[config.mk]
export PLATFORM = sky130hd
export DESIGN_NAME = sar_search_ctrl_flat
export DESIGN_NICKNAME = d
export VERILOG_FILES = /design/src/rtl/sar_search_ctrl_pkg.sv /design/src/rtl/sar_search_ctrl_if.sv /design/src/rtl/sar_search_ctrl_cmp_result_decode.sv /design/src/rtl/sar_search_ctrl.sv /design/src/flat_wrapper.sv
export SDC_FILE = /design/constraint.sdc
export NUM_CORES = 1
export LEC_CHECK = 0
export CORE_ASPECT_RATIO = 1.4
export CORE_MARGIN = 5
export CORE_UTILIZATION = 40
export CTS_CLUSTER_SIZE = 24
export DETAILED_ROUTE_END_ITERATION = 10
export PLACE_DENSITY_LB_ADDON = 0.12
export REMOVE_ABC_BUFFERS = 1
export SLEW_MARGIN = 25
export SYNTH_ARGS = -nofsm -noshare
export SYNTH_HDL_FRONTEND = slang
export SYNTH_SLANG_ARGS = --single-unit
[constraint.sdc]
create_clock -name clk -period 3.4 [get_ports clk]
set_input_delay 1.02 -clock clk [delete_from_list [all_inputs] [get_ports clk]]
set_output_delay 1.02 -clock clk [all_outputs]
set_load 0.02 [all_outputs]
[src/rtl/sar_search_ctrl_pkg.sv]
// Shared encodings for the SAR search controller: FSM states and one-hot
// {gt,eq,lt} comparator result codes.
package sar_search_ctrl_pkg;

  typedef enum logic [1:0] {
    ST_IDLE  = 2'd0,
    ST_PROBE = 2'd1,
    ST_DONE  = 2'd2
  } state_t;

  localparam logic [2:0] RES_GT = 3'b100;
  localparam logic [2:0] RES_EQ = 3'b010;
  localparam logic [2:0] RES_LT = 3'b001;

endpackage

[src/rtl/sar_search_ctrl_if.sv]
// Probe/result channel between the search controller (master) and a
// magnitude comparator holding the target (slave).
interface sar_search_ctrl_if #(parameter int WIDTH = 8);
  logic [WIDTH-1:0] probe;
  logic             probe_valid;
  logic             cmp_valid;
  logic             cmp_gt;
  logic             cmp_eq;
  logic             cmp_lt;

  modport master (output probe, probe_valid,
                  input  cmp_valid, cmp_gt, cmp_eq, cmp_lt);
  modport slave  (input  probe, probe_valid,
                  output cmp_valid, cmp_gt, cmp_eq, cmp_lt);
endinterface

[src/rtl/sar_search_ctrl_cmp_result_decode.sv]
// Classifies a {gt,eq,lt} comparator answer; anything not exactly one-hot
// is flagged as bad.
module cmp_result_decode
  import sar_search_ctrl_pkg::*;
(
  input  logic [2:0] code,
  output logic       is_gt,
  output logic       is_eq,
  output logic       is_lt,
  output logic       is_bad
);

  assign is_gt  = (code == RES_GT);
  assign is_eq  = (code == RES_EQ);
  assign is_lt  = (code == RES_LT);
  assign is_bad = !(is_gt || is_eq || is_lt);

endmodule

[src/rtl/sar_search_ctrl.sv]
// Successive-approximation search controller: binary-searches the full
// WIDTH-bit range using a three-way comparator behind sar_search_ctrl_if.
//
// state | meaning
// IDLE  | waiting for start; search results held
// PROBE | probe presented, waiting for a comparator result
// DONE  | one-cycle done pulse, then back to IDLE
module sar_search_ctrl
  import sar_search_ctrl_pkg::*;
#(
  parameter  int WIDTH = 8,
  localparam int CW    = $clog2(WIDTH + 2)
) (
  input  logic                 clk,
  input  logic                 rst_n,
  input  logic                 start,
  sar_search_ctrl_if.master    cmp,
  output logic                 busy,
  output logic                 done,
  output logic                 found,
  output logic                 err,
  output logic [WIDTH-1:0]     result,
  output logic [CW-1:0]        probe_count
);

  state_t           state, state_nxt;
  logic [WIDTH:0]   lo, hi, lo_nxt, hi_nxt;
  logic [WIDTH:0]   probe_inc, probe_dec;
  logic [WIDTH-1:0] probe_w, result_nxt;
  logic [CW-1:0]    count_nxt;
  logic             found_nxt, err_nxt;
  logic             is_gt, is_eq, is_lt, is_bad;

  // lo+hi never exceeds 2*(2**WIDTH-1) while probing, so WIDTH+1 bits suffice.
  assign probe_w   = WIDTH'((lo + hi) >> 1);
  assign probe_inc = {1'b0, probe_w} + (WIDTH+1)'(1);
  assign probe_dec = {1'b0, probe_w} - (WIDTH+1)'(1);

  cmp_result_decode u_decode (
    .code   ({cmp.cmp_gt, cmp.cmp_eq, cmp.cmp_lt}),
    .is_gt  (is_gt),
    .is_eq  (is_eq),
    .is_lt  (is_lt),
    .is_bad (is_bad)
  );

  always_ff @(posedge clk or negedge rst_n) begin
    if (!rst_n) begin
      state       <= ST_IDLE;
      lo          <= '0;
      hi          <= '0;
      found       <= 1'b0;
      err         <= 1'b0;
      result      <= '0;
      probe_count <= '0;
    end else begin
      state       <= state_nxt;
      lo          <= lo_nxt;
      hi          <= hi_nxt;
      found       <= found_nxt;
      err         <= err_nxt;
      result      <= result_nxt;
      probe_count <= count_nxt;
    end
  end

  always_comb begin
    state_nxt  = state;
    lo_nxt     = lo;
    hi_nxt     = hi;
    found_nxt  = found;
    err_nxt    = err;
    result_nxt = result;
    count_nxt  = probe_count;
    case (state)
      ST_IDLE: begin
        if (start) begin
          lo_nxt    = '0;
          hi_nxt    = {1'b0, {WIDTH{1'b1}}};
          count_nxt = '0;
          found_nxt = 1'b0;
          err_nxt   = 1'b0;
          state_nxt = ST_PROBE;
        end
      end
      ST_PROBE: begin
        if (cmp.cmp_valid) begin
          count_nxt  = probe_count + CW'(1);
          result_nxt = probe_w;
          if (is_eq) begin
            found_nxt = 1'b1;
            state_nxt = ST_DONE;
          end else if (is_gt) begin
            lo_nxt = probe_inc;
            if (probe_inc > hi) state_nxt = ST_DONE;
          end else if (is_lt) begin
            hi_nxt = probe_dec;
            // guard bit set means probe was 0: range exhausted below
            if (probe_dec[WIDTH] || (lo > probe_dec)) state_nxt = ST_DONE;
          end else if (is_bad) begin
            err_nxt   = 1'b1;
            state_nxt = ST_DONE;
          end
        end
      end
      ST_DONE: state_nxt = ST_IDLE;
      default: state_nxt = ST_IDLE;
    endcase
  end

  assign cmp.probe       = probe_w;
  assign cmp.probe_valid = (state == ST_PROBE);
  assign busy            = (state == ST_PROBE);
  assign done            = (state == ST_DONE);

endmodule

[src/flat_wrapper.sv]
// flat-port wrapper written by rule: the top's interface ports become plain ports
module sar_search_ctrl_flat import sar_search_ctrl_pkg::*;
#(
  parameter  int WIDTH = 8,
  localparam int CW    = $clog2(WIDTH + 2)
)
  (clk, rst_n, start, busy, done, found, err, result, probe_count, cmp_probe, cmp_probe_valid, cmp_cmp_valid, cmp_cmp_gt, cmp_cmp_eq, cmp_cmp_lt);
  sar_search_ctrl_if #(.WIDTH(WIDTH)) cmp_i ();
  input  logic clk;
  input  logic rst_n;
  input  logic start;
  output logic busy;
  output logic done;
  output logic found;
  output logic err;
  output logic [WIDTH-1:0] result;
  output logic [CW-1:0] probe_count;
  output wire logic [$bits(cmp_i.probe)-1:0] cmp_probe;
  output wire logic [$bits(cmp_i.probe_valid)-1:0] cmp_probe_valid;
  input wire logic [$bits(cmp_i.cmp_valid)-1:0] cmp_cmp_valid;
  input wire logic [$bits(cmp_i.cmp_gt)-1:0] cmp_cmp_gt;
  input wire logic [$bits(cmp_i.cmp_eq)-1:0] cmp_cmp_eq;
  input wire logic [$bits(cmp_i.cmp_lt)-1:0] cmp_cmp_lt;
  assign cmp_probe = cmp_i.probe;
  assign cmp_probe_valid = cmp_i.probe_valid;
  assign cmp_i.cmp_valid = cmp_cmp_valid;
  assign cmp_i.cmp_gt = cmp_cmp_gt;
  assign cmp_i.cmp_eq = cmp_cmp_eq;
  assign cmp_i.cmp_lt = cmp_cmp_lt;
  sar_search_ctrl #(.WIDTH(WIDTH)) u_core (.clk(clk), .rst_n(rst_n), .start(start), .cmp(cmp_i), .busy(busy), .done(done), .found(found), .err(err), .result(result), .probe_count(probe_count));
endmodule
== After elaboration in Yosys (flattened, before gate mapping) ==
Cells that the tools add are included.

* Add/sub/neg operators: 4
* Order comparisons: 2
* Equal/unequal tests: 17
* Mux-type cells: 33
* Reduce and logical (&&, ||, !) cells: 12

{| class="wikitable"
|+ Operator list
! operator !! count
|-
| 9-bit two-way mux || 9
|-
| 9-bit case mux with 2 select lines || 2
|-
| 9-bit > comparator || 2
|-
| 2-bit two-way mux || 8
|-
| 2-bit inequality test, second input constant || 5
|-
| 5-bit AND reduction || 2
|-
| 8-bit by 1-bit adder with 9-bit output, second input constant || 1
|-
| 9-bit adder || 1
|-
| 8-bit by 1-bit subtractor with 9-bit output, second input constant || 1
|-
| 1-bit two-way mux || 8
|-
| 4-bit two-way mux || 2
|-
| 2-bit by 1-bit inequality test with 1-bit output, second input constant || 4
|-
| 4-bit case mux with 2 select lines || 1
|-
| 7-bit AND reduction || 1
|-
| 6-bit AND reduction || 1
|-
| 5-bit by 4-bit inequality test with 1-bit output, second input constant || 1
|-
| 5-bit inequality test, second input constant || 1
|-
| 4-bit by 1-bit adder with 4-bit output, second input constant || 1
|-
| 4-bit by 2-bit inequality test with 1-bit output, second input constant || 1
|-
| 1-bit case mux with 2 select lines || 2
|-
| 2-bit case mux with 2 select lines || 1
|-
| 4-bit AND reduction || 1
|-
| 3-bit by 1-bit == test with 1-bit output, second input constant || 1
|-
| 3-bit by 2-bit == test with 1-bit output, second input constant || 1
|-
| 8 further kinds || 10
|}

* Register bits: 34
* Input port bits: 7
* Output and inout bits: 25
* Logic and storage cells: 75

== Longest topological paths before layout ==
Gate-level depths: netlist of run 1.

* Depth after elaboration: 10
* Depth in mapped cells: 15
* Depth with buffers taken out: 15

== By module ==
A second synthesis of run 1 with hierarchy kept.

* Cell total of the unflattened synthesis: 298
* Area total of the unflattened synthesis: 2678.8 µm²

{| class="wikitable"
|+ By module, submodules not included
! module !! times used !! cells an instance !! area each (µm²) !! seq. area each (µm²)
|-
| sar_search_ctrl || 1 || 292 || 2637.5 || 850.8
|-
| cmp_result_decode || 1 || 6 || 41.3 || 0.0
|}

== Least setup slack after synthesis of run 1 ==
OpenSTA, ideal clock, no wires.

* Path type: register to register
* Start: register u_core.hi[0]
* End: register u_core.state[1]
* Setup time: 126 ps
* Data arrival time: 3537 ps
* Required time: 3274 ps
* Setup slack: -262 ps
* Cell stages (with the launch flop): 13
* Buffers on the path: 0
* Period minus slack after synthesis: 3662 ps
* Path through: dfrtp_1 > and2_1 > fa_1 > a21o_1 > a221oi_4 > xnor2_2 > nor4b_2 > and3_2 > inv_1 > ha_1 > a2111oi_0 > a211oi_1 > o31a_2

* Word-level cells in the longest chain between the ends: 6
* Elaborated cells between the ends (all ways): 9
* Those cells by class: 3 x add/sub; 2 x order compare; 2 x eq/ne; 2 x reduce/logical

{| class="wikitable"
|+ RTL lines
! what !! line !! RTL
|-
| start: declaration || sar_search_ctrl.sv:27 || <nowiki>logic [WIDTH:0] lo, hi, lo_nxt, hi_nxt;</nowiki>
|-
| start signal: assignment || sar_search_ctrl.sv:59 || <nowiki>hi <= hi_nxt;</nowiki>
|-
| 9-bit adder (*) || sar_search_ctrl.sv:35 || <nowiki>assign probe_w = WIDTH'((lo + hi) >> 1);</nowiki>
|-
| named net cmp_probe[5] || flat_wrapper.sv:18 || <nowiki>output wire logic [$bits(cmp_i.probe)-1:0] cmp_probe;</nowiki>
|-
| 8-bit by 1-bit subtractor with 9-bit output || sar_search_ctrl.sv:37 || <nowiki>assign probe_dec = {1'b0, probe_w} - (WIDTH+1)'(1);</nowiki>
|-
| 9-bit > comparator || sar_search_ctrl.sv:99 || <nowiki>if (probe_dec[WIDTH] || (lo > probe_dec)) state_nxt = ST_DONE;</nowiki>
|-
| 1-bit logical OR || sar_search_ctrl.sv:99 ||
|-
| 5-bit by 4-bit inequality test with 1-bit output (no source line) || n/a ||
|-
| 5-bit AND reduction (no source line) (*) || n/a ||
|-
| end signal: assignment || sar_search_ctrl.sv:57 || <nowiki>state <= state_nxt;</nowiki>
|-
| end: declaration || sar_search_ctrl.sv:26 || <nowiki>state_t state, state_nxt;</nowiki>
|}

Mark *: on every way through the listed nets, which the timed path passes. The rest lies on a longest branch.
A chain may end at the register's enable or synchronous reset.

== Worst setup path after layout of run 1 ==
* Start: register u_core.lo[0]
* End: register u_core.state[0]

* Word-level cells in the longest chain between the ends: 6
* Elaborated cells between the ends (all ways): 9
* Those cells by class: 3 x add/sub; 2 x order compare; 2 x eq/ne; 2 x reduce/logical

{| class="wikitable"
|+ RTL lines
! what !! line !! RTL
|-
| start: declaration || sar_search_ctrl.sv:27 ||
|-
| start signal: assignment || sar_search_ctrl.sv:58 || <nowiki>lo <= lo_nxt;</nowiki>
|-
| 9-bit adder || sar_search_ctrl.sv:35 ||
|-
| 8-bit by 1-bit subtractor with 9-bit output || sar_search_ctrl.sv:37 ||
|-
| 9-bit > comparator || sar_search_ctrl.sv:99 ||
|-
| 1-bit logical OR || sar_search_ctrl.sv:99 ||
|-
| 5-bit by 4-bit inequality test with 1-bit output (no source line) || n/a ||
|-
| 5-bit AND reduction (no source line) (*) || n/a ||
|}

Every way passes the cells marked *; elsewhere a longest branch is shown, timed or not.

==> results of run 1 <==
==> path summary, 6_finish.rpt <==
check / slack (ps) / end / cells past startpoint / start
hold / removal: 480 / u_core.result[1] / 2 / u_core.result[1]
max in group asynchronous: 1940 / u_core.lo[5] / 2 / rst_n
hold reg to reg: 480 / u_core.result[1] / 2 / u_core.result[1]
setup / recovery: -90 / u_core.state[0] / 15 / u_core.lo[0]
setup reg to reg: -90 / u_core.state[0] / 15 / u_core.lo[0]
min in group asynchronous: 1140 / u_core.hi[2] / 2 / rst_n
==> synthesized netlist by cell type, drive strengths merged (2+ instances only) <==
library cell and instances:
a21oi 20, a21o 6, nor3 4, xnor2 12, o31ai 3, inv 19
nor4 2, a41oi 2, a22o 10, clkbuf 6, a211oi 3, nor2 33
a22oi 2, nand2 32, nand4 6, nor2b 4, nor3b 5, a211o 4
o21ai 16, nand2b 2, and3 3, xor2 8, and2 2, a2111oi 3
ha 29, buf 4, dfrtp 34, nand3 4
==> layer usage <==
metal  up-vias  share of wire (%)  GRT usage [%]
li1       1233                  -              -
met1      1165                 43           22.6
met2        61                 50           32.7
met3        22                3.7           2.39
met4         0                3.2           7.38
met5         -                  0              0
==> registers in the layout (all words and copies together) (netlist names) <==
register            count
u_core.lo               9
u_core.probe_count      4
u_core.found            1
u_core.err              1
u_core.result           8
u_core.hi               9
u_core.state            2
==> cell type report <==
| cell class | count | area share (%) |
|---|---|---|
| Clock inverter | 2 | 0.330 |
| Sequential cell | 34 | 22.4 |
| Timing Repair Buffer | 101 | 22.1 |
| Multi-Input combinational cell | 230 | 48.6 |
| Clock buffer | 6 | 2.18 |
| Inverter | 19 | 1.95 |
| Tap cell | 72 | 2.38 |
==> logic make-up (layout without fill, tap and decap cells) <==
family / Yosys count / count (layout)
AOI/OAI and AO/OA: 76 / 76
xor gates and xnor gates: 20 / 20
adders and majority gates: 30 / 30
buffers and inverters: 29 / 128
DFF: 34 / 34
and+or+nand+nor: 104 / 104
==> through the flow <==
stage               util, %  hold WS, ps  TNS (ps)  std cells
floorplan                 -          507      -397        283
global placement       54.1          460      -671        447
detailed placement     54.1          469      -962        447
CTS                    57.1          487      -166        456
global route           60.2          517      -659        464
finish                 60.2          481      -183        464
==> what timing repair did <==
| action | 4_1_cts | 5_1_grt |
|---|---|---|
| endpoints found under the setup margin | 9 | 7 |
| pin swaps | 11 | 24 |
| gates resized for setup | 37 | 37 |
| buffers inserted | 1 | 8 |
==> worst max-delay path: cells and delay by family, from the launching register on <==
family          cells  cell delay (ps)
compound gates      4              920
fa+ha+maj           2              660
simple gates        4              640
buf+inv             3              480
flops               1              380
xor+xnor            2              290
==> reports/metrics.cfg, run 1 <==
[status]
status = finished, violations left
violations = negative setup slack

[min_path]
min_path_type = reg2reg

[layout]
area.sequential_sq_um = 851
num_antenna_cells = 0
final_cell_mix = 67 x buf_4, 34 x dfrtp_1, 30 x nand2_1, 30 x nor2_1, 26 x ha_1
final_common_cell = buf_4
fillerInstances = 581
syn_to_final_growth_pct = 45.5
drive_above_1_share_pct = 33.9
final_area_sq_mm = 0.00379
multi_input_area_sq_mm = 0.00184
nets = 428

[clock_tree]
clock_latency_ps = 290
cts_inserted_buffers = 5
holdBufCountCts = 0
numClockSinks = 34
tritoncts = yes
clk_pin_slew_worst_paths_ps = 80
htreeDepth = 2
cts-root-buf = clkbuf_8
cts_buffer_depth = 2

[sta]
grt_setup_unrepaired = true
final_max_slew_viol_count = 0
period_needed_ps = 3490
relSlewSlack_pct = 67.5
post-route-period-util_pct = 103
setup_viol = 3
worst_slack_ps = -91.3
worstMarginPinSlew_ps = 486
fin_skew_ps = 4.59
fmax_mhz = 286
hold_violations = 0

[global_routing]
grt_max_degree = 35
grt.overflow.total = 0
grt_pass1_wl_um = 12200
grt_pass1_vias = 2485
grt_use_total_pct = 18.5
antenna_found_initial = 0

[logic_synthesis]
ys_async_sr_fraction_pct = 100
ys_types = 53
synth_area_leaders = dfrtp_1 33%, ha_1 14%, nand2_1 4.6%
syn_inst = 293
synth_edf_count = 0
synth-xor-area-share_pct = 7.01
synth_top_cell_by_area = dfrtp_1
synth_top_cell_area_share_pct = 32.6
synthFlopType = dfrtp_1
yosysSeqAreaShare_pct = 32.6
synth_top_family_by_area = compound AO/OA/AOI/OAI gates
synthSimpleGateAreaFrac_pct = 19.6
synthAdderAreaFrac_pct = 14.7
synth_seq_cells = 34
syn_area_sq_mm = 0.00261
synth_compound_area_share_pct = 21.1
yosys_warnings = 0
syn_area_per_cell_sq_um = 8.90
synth_mux_area_share_pct = 0

[placement]
dp_hpwl_um = 5710
place.gp.congestion = 0.884
place_ws_ps = -268
io_buffers = 31
placed_cell_area_sq_mm = 0.00341

[floorplanning]
row_count = 34
die_h_um = 106
die_w_um = 78.2
dieArea_sq_mm = 0.00825
coreArea_sq_mm = 0.00630
start_util_pct = 41.4
num_io_pins = 32

[routing]
wl_per_cell_um = 16.5
postRouteAntennaNets = 0
avgViaCountPerCell = 5.35
firstDrtPassIters = 4
drcViolationCount = 0
first_iter_violations = 90
wl_um = 7640
vias = 2481

[setup_path]
worst_setup_path_end_kind = register
path_max_fanout = 3
critPathSlowestCell = fa_2
cpPeakStageDelay_ps = 390
cp-start-kind = register
worstPathCellList = and2_4 > fa_2 > a21o_4 > a221oi_4 > xnor2_2 > nor4b_2 > buf_4 > xor2_2 > ha_1 > buf_4 > nand3_2 > nor3_4 > a211oi_2 > buf_4 > o31ai_1
worstSetupPathType = reg2reg
crit_required_ps = 3580
cpMostUsedCell = buf_4
cp.arrival_ps = 3670

[job]
drv_cap = 0

Power of run 1 is left out: the tool's default activity adds up to more than one toggle a clock period on the data nets, which glitch-free logic cannot reach.
==> run 2, diff against run 1 <==
--- a/config.mk
+++ b/config.mk
@@ -5,9 +5,12 @@
 export SDC_FILE = /design/constraint.sdc
 export NUM_CORES = 1
 export LEC_CHECK = 0
+export CAP_MARGIN = 30
+export CELL_PAD_IN_SITES_DETAIL_PLACEMENT = 0
+export CELL_PAD_IN_SITES_GLOBAL_PLACEMENT = 1
 export CORE_ASPECT_RATIO = 1.4
 export CORE_MARGIN = 5
-export CORE_UTILIZATION = 40
+export CORE_UTILIZATION = 39
 export CTS_CLUSTER_SIZE = 24
 export DETAILED_ROUTE_END_ITERATION = 10
 export PLACE_DENSITY_LB_ADDON = 0.12
==> constraint.sdc (replaced) <==
create_clock -name clk -period 3.4 [get_ports clk]
set_input_delay 1.02 -clock clk [delete_from_list [all_inputs] [get_ports clk]]
set_output_delay 1.02 -clock clk [all_outputs]
set_load 0.005 [all_outputs]
==> run 2 against run 1 <==
The flow still finishes with violations (negative setup slack). Via count is 2.9% higher. Register-to-register slack worse by 96 ps. Non-clock buffer count is 14 higher. Clock skew is 2.4 ps higher. Utilization is 0.12 points lower. Hold slack worse by 6.7 ps. Critical path depth is 3 higher. Cell count is 3.0% higher. Largest cell class unchanged. Sequential cell count stayed put. Critical endpoint is now u_core.state[1].
==> reports/metrics.cfg, run 2 (same netlist as run 1, synthesis figures left out) <==
[placement]
placed_cell_area_sq_mm = 0.00344  ; was 0.00341 sq mm
io_buffers = 31  ; unchanged
dp_hpwl_um = 6020  ; was 5710 um
place.gp.congestion = 0.839  ; was 0.884

[layout]
reg.largest.list = u_core.hi: 9 flops, u_core.lo: 9 flops, u_core.result: 8 flops  ; unchanged
num_antenna_cells = 0  ; unchanged
syn_to_final_growth_pct = 51.5  ; was 45.5%
final_cell_mix = 81 x buf_4, 32 x dfrtp_1, 31 x nand2_1, 31 x nor2_1, 25 x clkdlybuf4s50_1  ; was 67 x buf_4, 34 x dfrtp_1, 30 x nand2_1, 30 x nor2_1, 26 x ha_1
nets = 442  ; was 428
drive_above_1_share_pct = 35.4  ; was 33.9%
area.sequential_sq_um = 853  ; was 851 sq um
multi_input_area_sq_mm = 0.00189  ; was 0.00184 sq mm
final_common_cell = buf_4  ; unchanged
fillerInstances = 612  ; was 581
final_area_sq_mm = 0.00395  ; was 0.00379 sq mm

[sta]
worst_slack_ps = -187  ; was -91.3 ps
setup_viol = 3  ; unchanged
grt_setup_unrepaired = true  ; unchanged
fin_skew_ps = 6.97  ; was 4.59 ps
fmax_mhz = 279  ; was 286 MHz
relSlewSlack_pct = 69.2  ; was 67.5%
period_needed_ps = 3590  ; was 3490 ps
worstMarginPinSlew_ps = 463  ; was 486 ps
post-route-period-util_pct = 106  ; was 103%
final_max_slew_viol_count = 0  ; unchanged
hold_violations = 0  ; unchanged

[clock_tree]
clock_latency_ps = 280  ; was 290 ps
htreeDepth = 2  ; unchanged
cts_buffer_depth = 2  ; unchanged
cts_inserted_buffers = 5  ; unchanged
clk_pin_slew_worst_paths_ps = 70  ; was 80 ps
tritoncts = yes  ; unchanged
numClockSinks = 34  ; unchanged
cts-root-buf = clkbuf_8  ; unchanged
holdBufCountCts = 0  ; unchanged

[routing]
top_layer = met4  ; unchanged
vias = 2554  ; was 2,481
drcViolationCount = 0  ; unchanged
wl_met3_um = 317  ; was 281 um
postRouteAntennaNets = 0  ; unchanged
wl_per_cell_um = 16.5  ; about the same
routedLengthMet1_um = 3420  ; was 3320 um
avgViaCountPerCell = 5.34  ; was 5.35
first_iter_violations = 90  ; unchanged
wl_um = 7870  ; was 7640 um
met2WireLength_um = 3950  ; was 3800 um
firstDrtPassIters = 6  ; was 4

[setup_path]
worst_setup_path_end_kind = register  ; unchanged
cp.arrival_ps = 3750  ; was 3670 ps
path_max_fanout = 3  ; unchanged
crit_required_ps = 3570  ; was 3580 ps
cp-start-kind = register  ; unchanged
worstSetupPathType = reg2reg  ; unchanged

[job]
drv_cap = 0  ; unchanged

[floorplanning]
row_count = 35  ; was 34
num_io_pins = 32  ; unchanged
dieArea_sq_mm = 0.00844  ; was 0.00825 sq mm
die_h_um = 107  ; was 106 um
start_util_pct = 39.7  ; was 41.4%
coreArea_sq_mm = 0.00657  ; was 0.00630 sq mm
die_w_um = 79.1  ; was 78.2 um

[status]
status = finished, violations left  ; unchanged
violations = negative setup slack  ; unchanged

[global_routing]
grt_pass1_wl_um = 12500  ; was 12,200 um
grt.overflow.total = 0  ; unchanged
grt_pass1_vias = 2540  ; was 2,485
grt_max_degree = 35  ; unchanged
antenna_found_initial = 0  ; unchanged
grt_use_total_pct = 19.0  ; was 18.5%

[min_path]
min_path_type = reg2reg  ; unchanged

==> run 2: cell types whose count changed in the layout (fill, tap and decap cells not counted), sizes merged <==
cell	change
dlymetal6s2s	+1
clkinv	-1
clkdlybuf4s15	-1
dlygate4sd2	+1
clkinvlp	-1
buf	+14
clkbuf	-1
==> run 2: layer usage <==
layer  vias to the layer above  global-route usage, %
met5                         -                      0
met4                         0                   7.74
met3                        10                   3.03
met2                        62                   32.3
met1                      1221                   23.6
li1                       1261                      -
==> run 2: per-stage QoR <==
step,hold slack [ps],worst slack [ps],instances,utilization [%],TNS [ps]
after CTS,482,-173,472,56.4,-477
after global placement,461,-170,453,52.4,-461
after floorplan,470,-195,283,-,-251
after detailed placement,465,-234,453,52.4,-544
after global routing,509,-350,478,60.1,-1000
final,475,-187,478,60.1,-380
==> run 2: worst paths after layout <==
check / from / endpoint / slack, ps / cells after the start
worst max-delay path: u_core.hi[0] / u_core.state[1] / -190 / 18
worst min-delay path: u_core.result[1] / u_core.result[1] / 470 / 2
worst max register to register: u_core.hi[0] / u_core.state[1] / -190 / 18
worst min register to register: u_core.result[1] / u_core.result[1] / 470 / 2
max in group asynchronous: rst_n / u_core.hi[1] / 1910 / 2
min in group asynchronous: rst_n / u_core.result[1] / 1150 / 2
==> run 2: layout make-up <==
class / instances / share of cell area, %
tap: 74 / 2.35
timing repair buffer: 115 / 24.2
sequential: 34 / 21.6
inverter: 19 / 1.87
multi-input combinational: 230 / 47.9
clock buffer: 6 / 2.09
==> run 2: worst max-delay path: stages, from the launching register on <==
cell	delay (ps)
dfrtp_1	380
and2_4	160
fa_2	380
a21o_1	230
buf_4	160
a211oi_4	290
buf_4	190
nor3b_4	50
nand4b_1	160
buf_4	140
nor3_2	40
buf_4	140
ha_4	210
a211o_1	310
a21oi_2	120
o31ai_1	80
a41oi_1	250
nor2_1	60
o31a_2	110
==> run 2: what timing repair did <==
item                                    CTS  global route
resized for setup                        24            43
endpoints found under the setup margin    8             6
setup buffers                            13             6
endpoints found under the hold margin     0             0
pin swaps                                14            21
Power of run 2 is left out for the same reason.
==> run 3, diff against run 2 <==
--- a/config.mk
+++ b/config.mk
@@ -10,12 +10,12 @@
 export CELL_PAD_IN_SITES_GLOBAL_PLACEMENT = 1
 export CORE_ASPECT_RATIO = 1.4
 export CORE_MARGIN = 5
-export CORE_UTILIZATION = 39
+export CORE_UTILIZATION = 40
 export CTS_CLUSTER_SIZE = 24
 export DETAILED_ROUTE_END_ITERATION = 10
+export DONT_BUFFER_PORTS = 1
 export PLACE_DENSITY_LB_ADDON = 0.12
 export REMOVE_ABC_BUFFERS = 1
-export SLEW_MARGIN = 25
 export SYNTH_ARGS = -nofsm -noshare
 export SYNTH_HDL_FRONTEND = slang
 export SYNTH_SLANG_ARGS = --single-unit
==> run 3 against run 2 <==
Hold slack got worse by 71 ps. Clock skew rose by 9.1 ps. Worst setup slack improved by 45 ps. The flow still finishes with violations (negative setup slack). Register-to-register slack improved by 60 ps. First-iteration DRC count fell by 16%. Count of clock-buffer cells in the layout fell by 1. Critical path depth fell by 7. Utilization fell by 4.9 points. Sequential share of layout area rose by 2.9 points.
==> reports/metrics.cfg, run 3 (same netlist as run 1, synthesis figures left out) <==
[global_routing]
grt_max_degree = 35  ; unchanged
antenna_found_initial = 0  ; unchanged
grt_pass1_vias = 2443  ; was 2,540
grt.overflow.total = 0  ; unchanged
grt_use_total_pct = 19.0  ; about the same
grt_pass1_wl_um = 12200  ; was 12,500 um

[setup_path]
reg2reg_from = u_core.hi[0]  ; unchanged
worstSetupPathType = reg2out  ; was reg2reg
crit_required_ps = 2380  ; was 3570 ps
rr_worst_depth = 15  ; was 18
setup.worst_path.end = cmp_probe[7]  ; was u_core.state[1]
path_max_fanout = 3  ; unchanged
worst_setup_path_end_kind = primary output  ; was register
cp-start-kind = register  ; unchanged
rrSetupSlack_ps = -130  ; was -190 ps
worst_r2r_endpoint = u_core.state[1]  ; unchanged
cp.arrival_ps = 2520  ; was 3750 ps
critPathLaunch = u_core.hi[0]  ; unchanged

[floorplanning]
dieArea_sq_mm = 0.00825  ; was 0.00844 sq mm
start_util_pct = 41.4  ; was 39.7%
num_io_pins = 32  ; unchanged
die_w_um = 78.2  ; was 79.1 um
die_h_um = 106  ; was 107 um
row_count = 34  ; was 35
coreArea_sq_mm = 0.00630  ; was 0.00657 sq mm

[clock_tree]
clock_latency_ps = 300  ; was 280 ps
cts_buffer_depth = 2  ; unchanged
cts_inserted_buffers = 5  ; unchanged
numClockSinks = 34  ; unchanged
htreeDepth = 2  ; unchanged
clk_pin_slew_worst_paths_ps = 90  ; was 70 ps
tritoncts = yes  ; unchanged
cts-root-buf = clkbuf_8  ; unchanged

[layout]
num_antenna_cells = 0  ; unchanged
nets = 401  ; was 442
drive_above_1_share_pct = 32.3  ; was 35.4%
reg.largest.list = u_core.hi: 9 flops, u_core.lo: 9 flops, u_core.result: 8 flops  ; unchanged
final_cell_mix = 69 x buf_4, 34 x dfrtp_1, 32 x nand2_1  ; was 81 x buf_4, 32 x dfrtp_1, 31 x nand2_1, 31 x nor2_1, 25 x clkdlybuf4s50_1
syn_to_final_growth_pct = 33.3  ; was 51.5%
utilization_pct = 55.2  ; was 60.1%
fillerInstances = 612  ; unchanged
final_common_cell = buf_4  ; unchanged

[min_path]
min_path_type = in2async  ; was reg2reg

[placement]
io_buffers = 0  ; was 31
place.gp.congestion = 0.851  ; was 0.839
dp_hpwl_um = 5850  ; was 6020 um

[status]
status = finished, violations left  ; unchanged
violations = negative setup slack  ; unchanged

[routing]
drcViolationCount = 0  ; unchanged
first_iter_violations = 76  ; was 90
vias = 2399  ; was 2,554
avgViaCountPerCell = 5.49  ; was 5.34
firstDrtPassIters = 4  ; was 6
wl_um = 7650  ; was 7870 um
wl_per_cell_um = 17.5  ; was 16.5 um
postRouteAntennaNets = 0  ; unchanged

[sta]
worstMarginPinSlew_ps = 513  ; was 463 ps
relSlewSlack_pct = 65.4  ; was 69.2%
fmax_mhz = 282  ; was 279 MHz
worst_slack_ps = -142  ; was -187 ps
fin_skew_ps = 16.0  ; was 6.97 ps
setup_viol = 3  ; unchanged
post-route-period-util_pct = 104  ; was 106%
grt_setup_unrepaired = true  ; unchanged
period_needed_ps = 3540  ; was 3590 ps
hold_violations = 0  ; unchanged
final_max_slew_viol_count = 0  ; unchanged

[job]
drv_cap = 0  ; unchanged

run 3: changes by cell type in the layout (fill, tap and decap cells not counted), sizes merged:
cell           previous run  this run
clkinv                    0         2
dlygate4sd2               2         0
buf                      87        74
clkbuf                    6         5
dlymetal6s2s              1         0
bufinv                    0         1
clkdlybuf4s50            25         0
run 3: worst min path at each step:
stage	startpoint	to	slack [ps]	cells past startpoint
finish	rst_n	u_core.lo[3]	400	0
CTS	rst_n	u_core.lo[3]	410	0
floorplan	u_core.result[3]	u_core.result[3]	470	2
detailed placement	u_core.result[4]	u_core.result[4]	500	2
global placement	u_core.result[4]	u_core.result[4]	500	2
global route	rst_n	u_core.lo[3]	400	0
run 3: routing by layer:
metal,vias up,wire [um],track usage [%],part of all wire [%]
met3,14,330,3.58,4.3
li1,1180,-,-,-
met1,1137,3210,21.8,42
met2,68,3930,34.9,51
met4,0,178,6.50,2.3
met5,-,0,0,0
run 3: timing repair:
action / CTS / global route
gates cloned: 0 / 0
setup buffers: 5 / 5
setup endpoints to repair: 4 / 5
pin swaps: 8 / 8
hold buffers: 0 / 0
resized for setup: 24 / 10
run 3: final cells by class:
cell class / count / area, sq um / area share (%)
Clock buffer: 5 / 68.8 / 1.98
Clock inverter: 3 / 40.0 / 1.15
Inverter: 19 / 71.3 / 2.05
Multi-Input combinational cell: 230 / 1780 / 51.2
Sequential cell: 34 / 851 / 24.5
Tap cell: 72 / 90.1 / 2.59
Timing Repair Buffer: 74 / 574 / 16.5
run 3: worst max-delay path, cell delays in order, from the launching register on:
cell      delay, ps
dfrtp_1         380
and2_4          160
fa_2            330
a21o_1          220
a221oi_4        310
buf_4           180
buf_6            80
a21o_2          100
a211o_1         170
inv_2            80
buf_6           120
buf_6           100
run 3: stage by stage:
step | TNS (ps) | hold slack, ps | instances | setup slack [ps] | area (sq um)
finish | -395 | 404 | 437 | -142 | 3470
global route | -826 | 400 | 437 | -298 | 3470
CTS | -431 | 406 | 432 | -153 | 3390
detailed placement | -615 | 495 | 419 | -334 | 3120
global placement | -450 | 495 | 419 | -280 | 3120
floorplan | -251 | 470 | 283 | -195 | 2550
Power of run 3 is left out for the same reason.
